File: src/rtl/round_key_collector.sv
// Round-key collector: captures key-SRAM read words and packs groups of four into 128-bit keys.
// Keys are buffered in a FIFO and offered to the round core by valid/ready. Optional head parity check: KEY_COLLECT_PARITY_EN.
module round_key_collector #(
    parameter int RD_LAT   = 1,
    parameter int DEPTH    = 4,
    parameter int NUM_KEYS = 11
) (
    input  logic         clk,
    input  logic         n_rst,
    input  logic         start,
    input  logic         r_en,
    input  logic [31:0]  rdata,
    input  logic         key_ready,
    output logic         key_valid,
    output logic [127:0] round_key,
    output logic [3:0]   round_idx,
    output logic         all_done,
    output logic         ovf
`ifdef KEY_COLLECT_PARITY_EN
    ,
    output logic         par_err
`endif
);

    localparam int AW = $clog2(DEPTH);
    localparam logic [3:0] NK = 4'(NUM_KEYS);

    typedef enum logic [1:0] {
        IDLE,
        COLLECT,
        DRAIN,
        DONE
    } state_t;

    state_t state;

    logic [RD_LAT-1:0] rd_pipe;
    logic              cap;
    logic [1:0]        wcnt;
    logic [3:0]        kcnt;
    logic [3:0]        pop_cnt;
    logic [3:0]        drop_cnt;
    logic [3:0]        pop_cnt_nxt;
    logic [31:0]       w0, w1, w2;

    logic [AW:0]       wr_ptr, rd_ptr;
    logic [AW-1:0]     wr_idx, rd_idx;
    logic [127:0]      key_mem [DEPTH];
    logic [3:0]        idx_mem [DEPTH];
`ifdef KEY_COLLECT_PARITY_EN
    logic              par_mem [DEPTH];
`endif

    logic cap_en, push, pop, full, empty, accept, drop;

    assign cap    = rd_pipe[RD_LAT-1];
    assign cap_en = cap && (state == COLLECT) && !start;
    assign push   = cap_en && (wcnt == 2'd3);

    assign wr_idx = wr_ptr[AW-1:0];
    assign rd_idx = rd_ptr[AW-1:0];
    assign empty  = (wr_ptr == rd_ptr);
    assign full   = (wr_ptr[AW] != rd_ptr[AW]) && (wr_idx == rd_idx);
    assign pop    = !empty && key_ready;
    // A full FIFO still takes a push when the head leaves on the same edge.
    assign accept = push && (!full || pop);
    assign drop   = push && full && !pop;

    // NOTE: always_comb outputs get a default first so no path can infer a latch.
    always_comb begin
        pop_cnt_nxt = pop_cnt;
        if (pop && (pop_cnt != NK)) begin
            pop_cnt_nxt = pop_cnt + 4'd1;
        end
    end

    // NOTE: word slots and FIFO storage have no reset; key_valid gates everything read from them.
    always_ff @(posedge clk) begin
        if (cap_en) begin
            case (wcnt)
                2'd0:    w0 <= rdata;
                2'd1:    w1 <= rdata;
                2'd2:    w2 <= rdata;
                default: ;
            endcase
        end
        if (accept) begin
            key_mem[wr_idx] <= {w0, w1, w2, rdata};
            idx_mem[wr_idx] <= kcnt;
`ifdef KEY_COLLECT_PARITY_EN
            par_mem[wr_idx] <= ^{w0, w1, w2, rdata};
`endif
        end
    end

    // NOTE: sequential state uses non-blocking assignments only, so every register samples pre-edge values.
    always_ff @(posedge clk or negedge n_rst) begin
        if (!n_rst) begin
            state    <= IDLE;
            rd_pipe  <= '0;
            wcnt     <= '0;
            kcnt     <= '0;
            pop_cnt  <= '0;
            drop_cnt <= '0;
            wr_ptr   <= '0;
            rd_ptr   <= '0;
            ovf      <= 1'b0;
            all_done <= 1'b0;
        end else if (start) begin
            state    <= COLLECT;
            rd_pipe  <= '0;
            wcnt     <= '0;
            kcnt     <= '0;
            pop_cnt  <= '0;
            drop_cnt <= '0;
            wr_ptr   <= '0;
            rd_ptr   <= '0;
            ovf      <= 1'b0;
            all_done <= 1'b0;
        end else begin
            rd_pipe[0] <= r_en;
            for (int i = 1; i < RD_LAT; i++) begin
                rd_pipe[i] <= rd_pipe[i-1];
            end

            if (cap_en) begin
                wcnt <= wcnt + 2'd1;
            end
            if (push && (kcnt != NK)) begin
                kcnt <= kcnt + 4'd1;
            end
            if (accept) begin
                wr_ptr <= wr_ptr + 1'b1;
            end
            if (pop) begin
                rd_ptr <= rd_ptr + 1'b1;
            end
            pop_cnt <= pop_cnt_nxt;
            if (drop) begin
                ovf <= 1'b1;
                if (drop_cnt != NK) begin
                    drop_cnt <= drop_cnt + 4'd1;
                end
            end

            case (state)
                IDLE: ;
                COLLECT: begin
                    if (push && (kcnt == NK - 4'd1)) begin
                        state <= DRAIN;
                    end
                end
                DRAIN: begin
                    // Dropped keys will never be popped, so they count toward completion.
                    if ((pop_cnt_nxt == NK) ||
                        ({1'b0, drop_cnt} + {1'b0, pop_cnt_nxt} == {1'b0, NK})) begin
                        state    <= DONE;
                        all_done <= 1'b1;
                    end
                end
                DONE: ;
                default: state <= IDLE;
            endcase
        end
    end

    assign key_valid = !empty;
    assign round_key = key_valid ? key_mem[rd_idx] : '0;
    assign round_idx = key_valid ? idx_mem[rd_idx] : '0;
`ifdef KEY_COLLECT_PARITY_EN
    assign par_err   = key_valid && ((^key_mem[rd_idx]) != par_mem[rd_idx]);
`endif

endmodule

File: config.mk
export PLATFORM = sky130hd
export DESIGN_NAME = round_key_collector
export DESIGN_NICKNAME = d
export VERILOG_FILES = /design/src/rtl/round_key_collector.sv
export SDC_FILE = /design/constraint.sdc
export NUM_CORES = 1
export LEC_CHECK = 0
export ABC_AREA = 1
export CORE_MARGIN = 2
export CORE_UTILIZATION = 55
export DETAILED_ROUTE_END_ITERATION = 8
export PLACE_DENSITY = 0.77
export RECOVER_POWER = 50
export REMOVE_ABC_BUFFERS = 1
export SKIP_LAST_GASP = 1
export SLEW_MARGIN = 5
export SYNTH_ARGS = -nofsm -noshare
export SYNTH_HDL_FRONTEND = slang
export SYNTH_SLANG_ARGS = --single-unit
export TNS_END_PERCENT = 5
File: constraint.sdc
create_clock -name clk -period 14.55 [get_ports clk]
set_input_delay 2.91 -clock clk [delete_from_list [all_inputs] [get_ports clk]]
set_output_delay 2.91 -clock clk [all_outputs]
set_load 0.02 [all_outputs]
-- Yosys cells after proc, flatten, opt, wreduce, memory -nomap -nowiden
Memory sizes are Yosys's and may differ from the RTL's.
Index checks and enable logic that the tools add are counted.
Widths: inputs -> output; s select.
- input bits: 37
- bits in registers: 121
- RAM bits: 528
- memories: 2
- eq/ne operators: 16
- reduce and logical (&&, ||, !) cells: 33
- $add $sub $neg: 7
- muxes and demuxes: 27
- memory list (memory ; depth ; width ; read ports ; clocked after memory_dff ; write ports ; line ; source):
    key_mem ; 4 ; 128 ; 1 ; 0 ; 1 ; 48 ; logic [127:0] key_mem [DEPTH];
    idx_mem ; 4 ; 4 ; 1 ; 0 ; 1 ; 49 ; logic [3:0] idx_mem [DEPTH];
- operator list (operator ; count):
    $mux 128 ; 1
    $mux 4 ; 8
    $reduce_bool 2->1 ; 8
    $add 4x1->4 const B ; 3
    $mux 3 ; 4
    $ne 4x4->1 const B ; 3
    $logic_and 1x1->1 ; 11
    $mux 2 ; 5
    $reduce_and 2->1 ; 5
    $eq 4x4->1 const B ; 2
    $mux 1 ; 8
    $add 3x1->3 const B ; 2
    $eq 2x2->1 const B ; 3
    $add 4x4->5 ; 1
    $eq 5x4->1 const B ; 1
    $eq 2x1->1 const B ; 2
    $logic_not 1->1 ; 4
    $pmux 2 s2 ; 1
    $eq 3x3->1 ; 1
    $ne 3x2->1 const B ; 1
    $ne 3x3->1 const B ; 1
    $reduce_and 3->1 ; 1
    $reduce_bool 3->1 ; 1
    $add 2x1->2 const B ; 1
    other kinds (4) ; 5

-- Depth between registers and ports, before layout
- word-level depth: 11
- depth in mapped cells: 17

-- Least setup slack after synthesis
OpenSTA, ideal clock, no wires.
- kind: in2reg
- start: in start
- end: reg wr_ptr[2]
- arrival time: 9.699 ns
- library setup time: 0.119 ns
- path slack: 4.732 ns
- stages: 8
- cell sequence: clkbuf_1 nor2_1 nand2_1 inv_1 nand2_2 nor2_1 o21ai_0 a21oi_1
- cells in the longest elaborated chain, start to end: 5
- elaborated cells between the ends (all ways): 6
- those cells by class: mux (1); reduce/logical (5)
- ends and longest elaborated chain (item ; line ; source):
    from (decl) ; 10 ; input logic start,
    $logic_not 1->1 ; 57 ; assign cap_en = cap && (state == COLLECT) && !start;
    $logic_and 1x1->1 ; 57 ;
    $logic_and 1x1->1 ; 58 ; assign push = cap_en && (wcnt == 2'd3);
    $logic_and 1x1->1 ; 66 ; assign accept = push && (!full || pop);
    $reduce_bool 2->1 (no source line) ; -- ;
    to (signal assigned) ; 133 ; wr_ptr <= wr_ptr + 1'b1;
    to (decl) ; 46 ; logic [AW:0] wr_ptr, rd_ptr;
Several ways; a longest one is shown, not always the timed one.
A chain may end at the register's enable or synchronous reset.

-- Final worst setup path
- start: reg rd_ptr[0]
- end: out round_key[37]
- cells in the longest elaborated chain, start to end: 2
- elaborated cells between the ends (all ways): 3
- those cells by class: eq/ne (1); mux (1); memory (1)
- ends and longest elaborated chain (item ; line ; source):
    from (decl) ; 46 ;
    from (signal assigned) ; 136 ; rd_ptr <= rd_ptr + 1'b1;
    $mem_v2 4x128 / $eq 3x3->1 (equally long branches) ; -- ;
    $mux 128 (*) ; 168 ; assign round_key = key_valid ? key_mem[rd_idx] : '0;
    to (decl) ; 15 ; output logic [127:0] round_key,
Every way passes the cells marked *; elsewhere a longest branch is shown, timed or not.

==> results.md <==
- Placer congestion estimate: 0.756
- Max-slew violation count: 120
- Placement Setup Slack: 7330 ps
- Max transition margin: -92.5%
- Synth Register Bits: 649
- Largest net degree at the start of global routing: about 180
- Most common cell after layout, fill and taps aside: edfxtp_1
- Count of vias placed by the detailed router: between 10k and 15k
- Ratio of cells with drive above 1 in the final layout: 5.70%
- Final antenna-violating net count: 0
- Total routing usage reported by global routing: roughly 22%
- Violations in the final reports: max-capacitance violations, max-slew violations
- Number of buffers inserted by post-CTS setup repair: 0
- Arrival time of the worst setup path: between 6000 and 7000 ps
- I/O pin cnt: roughly 170
- Clock network latency to the later pin of the worst-skew pair: 600 ps
- CP Data Required Time: 11,640 ps
- Post-route core utilization: between 60% and 70%
- Full die area: 0.0473 mm^2
- Final Hold Vio Count: 0
- Number of nets in the layout: approximately 2k
- Hold/Removal Path Class: flip-flop to flip-flop
- Hold_ws: ~490 ps
- H-tree lvl count: 2
- Average detailed-routed wire length per instance: roughly 20 um
- Setup WS post-layout: 5570 ps
- Global-route congestion overflow total: 0
- Layout filler cell count: between 3k and 4k
- Register area share after synthesis: between 70% and 80%
- Setup Skew: 14.6 ps
- Shortest clock period the worst path allows after layout: 8980 ps
- Post-Synthesis Cell Area: between 0.02 and 0.03 mm^2
- Leak pwr: about 11 nW
- HPWL after detailed placement: ~28 mm
- Via-per-instance ratio: roughly 5.6
- Final setup vio count: 0
- Die outline width: around 220 um
- Warnings, synthesis: 0
- Critical path type: flip-flop to primary output
- Number of gates given a new drive strength after cts: 0
- CTS tree: done
- 1st-iter DRT viols: approximately 1.6k
- Most used cells in the layout excluding fill and tap cells: edfxtp_1 (624), nor2_1 (413), nand2_1 (171)
- Chip Height: about 220 um
- Category of the worst setup path capture point: primary output
- Number of optimization iterations in the first detailed-route pass: 5
- Number of max-cap violations: 4
- Wire length of the first global-routing pass: about 80 mm
- Fmax: roughly 110 MHz
- RSZ-0062 raised after global routing: no
- Antenna violations before repair: 3
- Area delta synth->final: 16.5%
- Outcome: finished with violations
- Setup Total Neg Slack: 0 ps
- Number of distinct library cells after synthesis: 29
- Clock-pin slew reported for the worst setup and hold paths after clock tree synthesis: roughly 60 ps
- Critical path startpoint category: flip-flop
- Port-buffer cells: 171
- Initial Util: between 50% and 60%
- Syn Area/Cell: 13.5 um^2
- Placed Instances: between 2k and 3k
- Synthesized instance count: about 1.9k
- Fraction of the cycle the final worst path needs: between 60% and 70%
- Cell chosen for the clock root: clkbuf_16
- Total CTS buffers: 61
- Clock tree sinks: around 650
- Pwr Density: around 120 mW/mm^2
- Number of buffers inserted by hold repair at cts: 0
- Via count of the first global-routing pass: between 10k and 15k
- Detailed Route WL: about 52 mm
- Placeable core area: 0.0452 mm^2
- Drt drc: 0
- Critical path peak fanout: ~170
- Clock Path Buffers: 3
- Final std cells w/o fill: ~2.7k
- Transition time at the pin with the least slew margin: slightly below 3000 ps
- Number of standard-cell rows in the floorplan: 78
- Peak VDD IR: 0.000102 V
power by group:
part           internal, mW  total, mW  switching, mW
sequential             2.03       2.03        0.00206
clock                 0.854       1.50          0.649
combinational       0.00803     0.0246         0.0166
sequential cells by signal, summed over array words and instances, names as in the netlist:
name / cells
cap: 1
drop_cnt: 4
ovf: 1
w1: 32
w2: 32
w0: 32
all_done: 1
rd_ptr: 3
idx_mem: 16
state: 2
key_mem: 512
kcnt: 4
pop_cnt: 4
wr_ptr: 3
wcnt: 2
cells by family after synthesis:
kind of cell	Yosys count	share of synthesized area (%)
DFF	649	77.3
and+or+nand+nor	617	9.50
AOI/OAI and AO/OA	293	7.87
buffers and inverters	278	4.30
adders and majority gates	18	0.929
xor gates and xnor gates	2	0.0999
layer usage:
metal | track usage [%] | vias to the layer above | wire length, um
met3 | 3.91 | 104 | 3380
met2 | 35.8 | 532 | 25300
met5 | 0 | - | 20
met1 | 29.0 | 7442 | 21300
li1 | - | 6889 | -
met4 | 7.90 | 4 | 1560
worst paths after layout:
path,depth (start not counted),slack (ps),from,end
setup / recovery,8,5570,rd_ptr[0],round_key[37]
hold / removal,0,490,w2[6],key_mem[2][38]
setup reg to reg,17,8490,rd_ptr[0],all_done
hold reg to reg,0,490,w2[6],key_mem[2][38]
max in group asynchronous,2,10320,n_rst,rd_ptr[0]
min in group asynchronous,2,3190,n_rst,drop_cnt[0]
area by class of cell:
| class | instances | area, um^2 | area share, % |
|---|---|---|---|
| Clock buffer | 69 | 1560 | 5.34 |
| Multi-Input combinational cell | 930 | 4640 | 15.9 |
| Antenna cell | 1 | 2.50 | 0.00858 |
| Inverter | 171 | 649 | 2.23 |
| Clock inverter | 42 | 350 | 1.20 |
| Tap cell | 600 | 751 | 2.57 |
| Sequential cell | 649 | 19400 | 66.4 |
| Timing Repair Buffer | 191 | 1850 | 6.36 |
critical path, stage by stage (launching register included):
cell and delay (ps):
dfrtp_4 960, inv_8 510, nand2_1 210, nand2_1 80, nand3_1 1670, buf_4 960
nand2_1 160, inv_1 90, clkdlybuf4s50_1 600
per-stage QoR:
step	total power, mW	instance area (um^2)
final	3.56	29200
after global routing	3.65	29200
after CTS	3.58	29200
after detailed placement	2.10	27300
after global placement	2.10	27300
after floorplan	2.08	24600
synthesized netlist by cell type:
| master | n | area share [%] |
|---|---|---|
| nand3_2 | 1 | 0.040 |
| nand3_1 | 11 | 0.22 |
| nand3b_1 | 1 | 0.030 |
| nand2_1 | 170 | 2.5 |
| buf_1 | 9 | 0.13 |
| nand2_2 | 1 | 0.025 |
| inv_2 | 1 | 0.015 |
| nand4_1 | 6 | 0.15 |
| xnor2_2 | 1 | 0.065 |
| nor3_1 | 7 | 0.14 |
| o21a_1 | 1 | 0.030 |
| edfxtp_1 | 624 | 75 |
| inv_1 | 170 | 2.5 |
| nor3b_1 | 1 | 0.030 |
| o21ai_0 | 145 | 2.9 |
| fa_1 | 1 | 0.080 |
| xor2_1 | 1 | 0.035 |
| dfrtp_1 | 25 | 2.5 |
| a211oi_1 | 2 | 0.060 |
| ha_1 | 17 | 0.85 |
| nor2_1 | 418 | 6.3 |
| o21ai_1 | 1 | 0.020 |
| nor3b_2 | 1 | 0.050 |
| buf_4 | 2 | 0.060 |
| clkbuf_1 | 76 | 1.1 |
| o32ai_1 | 132 | 4.6 |
| o31ai_1 | 1 | 0.030 |
| buf_2 | 20 | 0.40 |
| a21oi_1 | 11 | 0.22 |
No activity file was read; power rests on OpenSTA's default activity.
